File: src/rtl/fft_pkg.sv
// Shared FFT datapath definitions: twiddle word format and the conjugate helper
// used by both the twiddle sequencer and the complex multiplier bench.
package fft_pkg;

    localparam int TW_W     = 12;
    localparam int TW_FRAC  = 10;
    localparam int TW_PW    = 2 * TW_W;
    localparam int ROM_LOG2 = 6;

    localparam logic signed [TW_W-1:0] TW_ONE = TW_W'(1 << TW_FRAC);

    typedef logic [TW_PW-1:0] tw_word_t;

    typedef enum logic {
        ST_IDLE = 1'b0,
        ST_RUN  = 1'b1
    } tw_state_e;

    // Imag half negated, real half kept; no table entry is -2048 so this never overflows.
    function automatic tw_word_t tw_conj(input tw_word_t w);
        logic [TW_W-1:0] im;
        im = -w[TW_W-1:0];
        return {w[TW_PW-1:TW_W], im};
    endfunction

endpackage

File: src/rtl/twiddle_rom.sv
// Combinational 64-point twiddle table for k = 0..31: {cos, -sin} x 1024, rounded.
module twiddle_rom
    import fft_pkg::*;
(
    input  logic [ROM_LOG2-2:0] addr,
    output tw_word_t            tw
);

    logic signed [TW_W-1:0] re;
    logic signed [TW_W-1:0] im;

    always_comb begin
        re = '0;
        im = '0;
        case (addr)
            5'd0:  begin re =  TW_ONE;    im =  12'sd0;    end
            5'd1:  begin re =  12'sd1019; im = -12'sd100;  end
            5'd2:  begin re =  12'sd1004; im = -12'sd200;  end
            5'd3:  begin re =  12'sd980;  im = -12'sd297;  end
            5'd4:  begin re =  12'sd946;  im = -12'sd392;  end
            5'd5:  begin re =  12'sd903;  im = -12'sd483;  end
            5'd6:  begin re =  12'sd851;  im = -12'sd569;  end
            5'd7:  begin re =  12'sd792;  im = -12'sd650;  end
            5'd8:  begin re =  12'sd724;  im = -12'sd724;  end
            5'd9:  begin re =  12'sd650;  im = -12'sd792;  end
            5'd10: begin re =  12'sd569;  im = -12'sd851;  end
            5'd11: begin re =  12'sd483;  im = -12'sd903;  end
            5'd12: begin re =  12'sd392;  im = -12'sd946;  end
            5'd13: begin re =  12'sd297;  im = -12'sd980;  end
            5'd14: begin re =  12'sd200;  im = -12'sd1004; end
            5'd15: begin re =  12'sd100;  im = -12'sd1019; end
            5'd16: begin re =  12'sd0;    im = -TW_ONE;    end
            5'd17: begin re = -12'sd100;  im = -12'sd1019; end
            5'd18: begin re = -12'sd200;  im = -12'sd1004; end
            5'd19: begin re = -12'sd297;  im = -12'sd980;  end
            5'd20: begin re = -12'sd392;  im = -12'sd946;  end
            5'd21: begin re = -12'sd483;  im = -12'sd903;  end
            5'd22: begin re = -12'sd569;  im = -12'sd851;  end
            5'd23: begin re = -12'sd650;  im = -12'sd792;  end
            5'd24: begin re = -12'sd724;  im = -12'sd724;  end
            5'd25: begin re = -12'sd792;  im = -12'sd650;  end
            5'd26: begin re = -12'sd851;  im = -12'sd569;  end
            5'd27: begin re = -12'sd903;  im = -12'sd483;  end
            5'd28: begin re = -12'sd946;  im = -12'sd392;  end
            5'd29: begin re = -12'sd980;  im = -12'sd297;  end
            5'd30: begin re = -12'sd1004; im = -12'sd200;  end
            5'd31: begin re = -12'sd1019; im = -12'sd100;  end
        endcase
        tw = {re, im};
    end

endmodule

File: src/rtl/twiddle_gen.sv
// Radix-2 DIF twiddle sequencer: LOG2N stages of N/2 words each, streamed under
// valid/ready (a word moves when out_valid & out_ready; outputs hold while stalled).
module twiddle_gen
    import fft_pkg::*;
#(
    parameter int LOG2N = 4,
    parameter int W     = 12
) (
    input  logic           clk,
    input  logic           rst,
    input  logic           start,
    input  logic           inverse,
    input  logic           out_ready,
    output logic           out_valid,
    output logic [2*W-1:0] tw_out,
    output logic [2:0]     out_stage,
    output logic           out_last,
    output logic           busy
);

    localparam int         HALF      = (1 << LOG2N) / 2;
    localparam int         ROM_SHIFT = ROM_LOG2 - LOG2N;
    localparam logic [4:0] J_MAX     = 5'(HALF - 1);
    localparam logic [2:0] S_MAX     = 3'(LOG2N - 1);

    tw_state_e state_q, state_d;
    logic [2:0] s_q, s_d;
    logic [4:0] j_q, j_d;
    logic       inv_q, inv_d;
    logic       out_valid_q, out_valid_d;
    tw_word_t   tw_q, tw_d;
    logic [2:0] stage_q, stage_d;
    logic       last_q, last_d;
    logic       busy_q, busy_d;

    logic       load;
    logic       use_inv;
    logic [2:0] sel_s;
    logic [4:0] sel_j;
    logic [5:0] k_mask;
    logic [5:0] k;
    logic [4:0] rom_addr;
    tw_word_t   rom_tw;

    // (s_q, j_q) always name the next word to load; a start loads word (0,0) directly.
    always_comb begin
        load    = 1'b0;
        use_inv = inv_q;
        sel_s   = s_q;
        sel_j   = j_q;
        if (state_q == ST_IDLE) begin
            if (start) begin
                load    = 1'b1;
                use_inv = inverse;
                sel_s   = '0;
                sel_j   = '0;
            end
        end else if (out_valid_q && out_ready && !last_q) begin
            load = 1'b1;
        end
    end

    always_comb begin
        k_mask   = (6'(HALF) >> sel_s) - 6'd1;
        k        = ({1'b0, sel_j} & k_mask) << sel_s;
        rom_addr = 5'(k << ROM_SHIFT);
    end

    twiddle_rom u_rom (
        .addr (rom_addr),
        .tw   (rom_tw)
    );

    always_comb begin
        state_d     = state_q;
        s_d         = s_q;
        j_d         = j_q;
        inv_d       = inv_q;
        out_valid_d = out_valid_q;
        tw_d        = tw_q;
        stage_d     = stage_q;
        last_d      = last_q;
        busy_d      = busy_q;
        case (state_q)
            ST_IDLE: begin
                if (start) begin
                    state_d = ST_RUN;
                    inv_d   = inverse;
                    busy_d  = 1'b1;
                end
            end
            ST_RUN: begin
                if (out_valid_q && out_ready && last_q) begin
                    state_d     = ST_IDLE;
                    out_valid_d = 1'b0;
                    last_d      = 1'b0;
                    busy_d      = 1'b0;
                end
            end
            default: state_d = ST_IDLE;
        endcase
        if (load) begin
            out_valid_d = 1'b1;
            tw_d        = use_inv ? tw_conj(rom_tw) : rom_tw;
            stage_d     = sel_s;
            last_d      = (sel_s == S_MAX) && (sel_j == J_MAX);
            if (sel_j == J_MAX) begin
                j_d = '0;
                s_d = sel_s + 3'd1;
            end else begin
                j_d = sel_j + 5'd1;
                s_d = sel_s;
            end
        end
    end

    always_ff @(posedge clk) begin
        if (rst) begin
            state_q     <= ST_IDLE;
            s_q         <= '0;
            j_q         <= '0;
            inv_q       <= 1'b0;
            out_valid_q <= 1'b0;
            tw_q        <= '0;
            stage_q     <= '0;
            last_q      <= 1'b0;
            busy_q      <= 1'b0;
        end else begin
            state_q     <= state_d;
            s_q         <= s_d;
            j_q         <= j_d;
            inv_q       <= inv_d;
            out_valid_q <= out_valid_d;
            tw_q        <= tw_d;
            stage_q     <= stage_d;
            last_q      <= last_d;
            busy_q      <= busy_d;
        end
    end

    assign out_valid = out_valid_q;
    assign tw_out    = tw_q;
    assign out_stage = stage_q;
    assign out_last  = last_q;
    assign busy      = busy_q;

endmodule

File: config.mk
export PLATFORM = sky130hd
export DESIGN_NAME = twiddle_gen
export DESIGN_NICKNAME = d
export VERILOG_FILES = /design/src/rtl/fft_pkg.sv /design/src/rtl/twiddle_rom.sv /design/src/rtl/twiddle_gen.sv
export SDC_FILE = /design/constraint.sdc
export NUM_CORES = 1
export LEC_CHECK = 0
export CAP_MARGIN = 20
export CORE_MARGIN = 5
export CORE_UTILIZATION = 24
export DETAILED_ROUTE_END_ITERATION = 12
export HOLD_SLACK_MARGIN = 0.02
export PLACE_DENSITY_LB_ADDON = 0.05
export SLEW_MARGIN = 20
export SYNTH_ARGS = -nofsm -noshare
export SYNTH_HDL_FRONTEND = slang
export SYNTH_SLANG_ARGS = --single-unit
File: constraint.sdc
create_clock -name clk -period 4.6 [get_ports clk]
set_input_delay 0.92 -clock clk [delete_from_list [all_inputs] [get_ports clk]]
set_output_delay 0.92 -clock clk [all_outputs]
set_load 0.05 [all_outputs]
==> impl_metrics.py <==
metrics = {
    "clock_tree": {
        "htree_levels": 2,
        "clkTransAtPathRegs_ns": 0.07,
        "clockRootBuffer": "clkbuf_8",
        "cts_tree": "yes",
        "clock_path_buffers": 2,
        "worstSkewPairLatency_ns": 0.28,
        "cts_sinks": 36,
        "cts.repair.resized": 0,
        "postCtsSetupBuffers": 0,
        "cts_hold_buf": 0,
        "numCtsBuffers": 5,
    },
    "synthesis": {
        "synth_ff_type": "dfxtp_1",
        "synth_cell_types": 58,
        "synth_common_cells": "36 x dfxtp_1, 31 x nand2_1, 22 x nor2_1",
        "synthesis.area_um2": 1940,
        "ys_seq_area_share_pct": 37.2,
        "syn_inst": 225,
        "yosysTopAreaCell": "dfxtp_1",
        "synth.most_common_cell": "dfxtp_1",
        "synth_edf_count": 0,
        "avgSynthCellArea_um2": 8.61,
        "synth_area_leaders": "dfxtp_1 37%, nand2_1 6.0%, ha_1 5.2%, a21oi_1 4.4%, nor2_1 4.3%",
        "synth_top_area_share_pct": 37.2,
        "synth_seq_cells": 36,
        "async_reset_ff_share_pct": 0,
        "ys_warn_count": 0,
    },
    "die": {
        "die_h_um": 99.9,
        "core_um2": 7810,
        "dieWidth_um": 99.9,
        "start_util_pct": 24.8,
        "die_area_um2": 9970,
        "fp-row-count": 32,
        "ios": 35,
    },
    "worst_setup_path": {
        "crit_top_cell": "ha_1",
        "path_max_fanout": 17,
        "crit_path_max_incr_delay_ns": 0.58,
        "cp_data_arrival_time_ns": 3.88,
        "cp_slowest_cell": "or4_1",
        "worstSetupEndpointType": "flip-flop",
        "path_buf_inv": 3,
        "critPathTopFamily": "simple AND/OR/NAND/NOR gates",
        "criticalPathCategory": "primary input to flip-flop",
        "crit_required_ns": 4.78,
        "critical_path.cell_chain": "clkdlybuf4s50_1 > nand2b_1 > buf_4 > nand2_1 > ha_1 > and3b_2 > o211ai_2 > inv_2 > ha_1 > or4_1 > o311ai_4 > a41oi_1 > o221a_2",
        "cp-start-kind": "primary input",
    },
    "detailed_routing": {
        "drt_iter0_markers": 87,
        "drc_errors": 0,
        "dr.pass1.iters": 4,
        "wl_per_cell_um": 15.1,
        "vias": 1694,
        "ant_nets": 0,
        "routed_wirelength_mm": 5.35,
        "vias_per_cell": 4.77,
    },
    "placement": {
        "post-place-ws_ns": 0.582,
        "gp_congestion": 0.824,
        "port-buffer-count": 32,
        "place_hpwl_mm": 3.85,
    },
    "timing": {
        "drv_slew": 0,
        "finalSetupViolCount": 0,
        "hold_viol_final": 0,
        "tns_ns": 0,
        "slew_headroom_pct": 41.4,
        "min_period_ns": 3.70,
        "worstMarginPinSlew_ns": 0.877,
        "finalWorstSetupSlack_ns": 0.896,
        "max_freq_mhz": 270,
        "rsz0062_at_grt": "no",
        "fin_skew_ns": 0.00514,
        "fin_crit_sh_pct": 80.5,
    },
    "power_and_ir_drop": {
        "p_leak_nw": 0.841,
        "ir_drop_mv": 0.124,
        "power.density_nw_per_um2": 291,
    },
    "grt": {
        "grt_pass1_wl_mm": 8.99,
        "antenna_found_initial": 0,
        "grt_max_degree": 32,
        "grt_overflow": 0,
        "gr-usage-all-layers_pct": 11.1,
        "first_global_vias": 1675,
    },
    "layout": {
        "antennaDiodeCount": 0,
        "nets": 268,
        "syn_to_final_growth_pct": 24.7,
        "drive_above_1_share_pct": 12.3,
    },
    "run": {
        "drv_cap": 0,
    },
    "worst_hold_path": {
        "hp-class": "flip-flop to flip-flop",
    },
    "status": {
        "status": "finished, final reports clean",
    },
}
==> metal layers <==
metal | part of all wire (%) | GRT usage [%] | wire length, um | vias to the layer above
met5 | 0 | 0 | 0 | -
met1 | 52 | 16.2 | 2780 | 795
li1 | - | - | - | 860
met3 | 4.6 | 2.71 | 248 | 5
met2 | 42 | 16.6 | 2270 | 34
met4 | 0.90 | 2.52 | 48 | 0
==> report_power, final <==
group / internal [mW] / switching, mW / total, mW
Clock: 0.0977 / 0.107 / 0.205
Sequential: 0.326 / 0.00925 / 0.335
Combinational: 0.0539 / 0.109 / 0.163
Total: 0.477 / 0.226 / 0.703
==> metrics by stage <==
stage | std cells | total power [mW] | utilization [%] | instance area [um^2] | hold WS [ns]
floorplan | 226 | 0.458 | - | 1940 | 0.455
global placement | 350 | 0.509 | 30.1 | 2350 | 0.445
detailed placement | 350 | 0.507 | 30.1 | 2350 | 0.446
CTS | 355 | 0.720 | 31.0 | 2420 | 0.459
global route | 355 | 0.741 | 31.0 | 2420 | 0.472
finish | 355 | 0.703 | 31.0 | 2420 | 0.454
==> cell families (layout without fill, tap and decap cells) <==
group                    after synthesis  count (layout)  synth area share [%]
AO/OA/AOI/OAI                         52              52                  21.2
adder cells (fa/ha/maj)                8               8                  5.16
other                                  1               2                 0.193
flip-flops                            36              36                  37.2
AND/OR/NAND/NOR                       98              98                  26.1
XOR/XNOR                               3               3                  1.36
multiplexers                           5               5                  2.90
buffers and inverters                 22              49                  5.81
==> worst paths after layout <==
check | to | slack (ns) | depth (start not counted) | start
worst max-delay path | tw_out[11] | 0.90 | 13 | start
worst min-delay path | tw_out[19] | 0.45 | 2 | tw_out[19]
worst max register to register | tw_out[11] | 1.50 | 11 | s_q[1]
worst min register to register | tw_out[19] | 0.45 | 2 | tw_out[19]
==> area by class of cell <==
cell class | instances | area (um^2)
repair buffers | 39 | 373
flip-flops and latches | 36 | 721
fillers | 835 | 5390
inverters | 5 | 18.8
clock buffers | 5 | 68.8
multi-input cells | 168 | 1110
well taps | 102 | 128
==> registers in the layout, indices dropped and copies added, names as in the netlist <==
name,flops
out_last,1
s_q,3
tw_out,20
out_valid,1
state_q,1
inv_q,1
busy,1
j_q,5
out_stage,3
==> worst reg2reg max path, stage by stage, from the launching register on <==
cell and delay (ns):
dfxtp_1 0.57, and2_1 0.20, ha_1 0.14, ha_1 0.22, and3b_2 0.23, o211ai_2 0.30
inv_2 0.11, ha_1 0.20, or4_1 0.58, o311ai_4 0.13, a41oi_1 0.15, o221a_2 0.18
==> layout by cell type (no fill, tap or decap), types with 4 or more instances in the layout <==
cell type / synthesis / routed
nand4_1: 4 / 4
nor3_1: 7 / 7
clkbuf_8: 0 / 5
dfxtp_1: 36 / 36
inv_1: 4 / 4
a21oi_1: 17 / 17
ha_1: 8 / 8
o21ai_0: 7 / 7
buf_4: 6 / 7
clkdlybuf4s50_1: 0 / 32
nor2_1: 22 / 22
o211ai_1: 4 / 4
nand2_1: 31 / 31
nand3_1: 9 / 9
No activity file was read; power rests on OpenSTA's default activity.
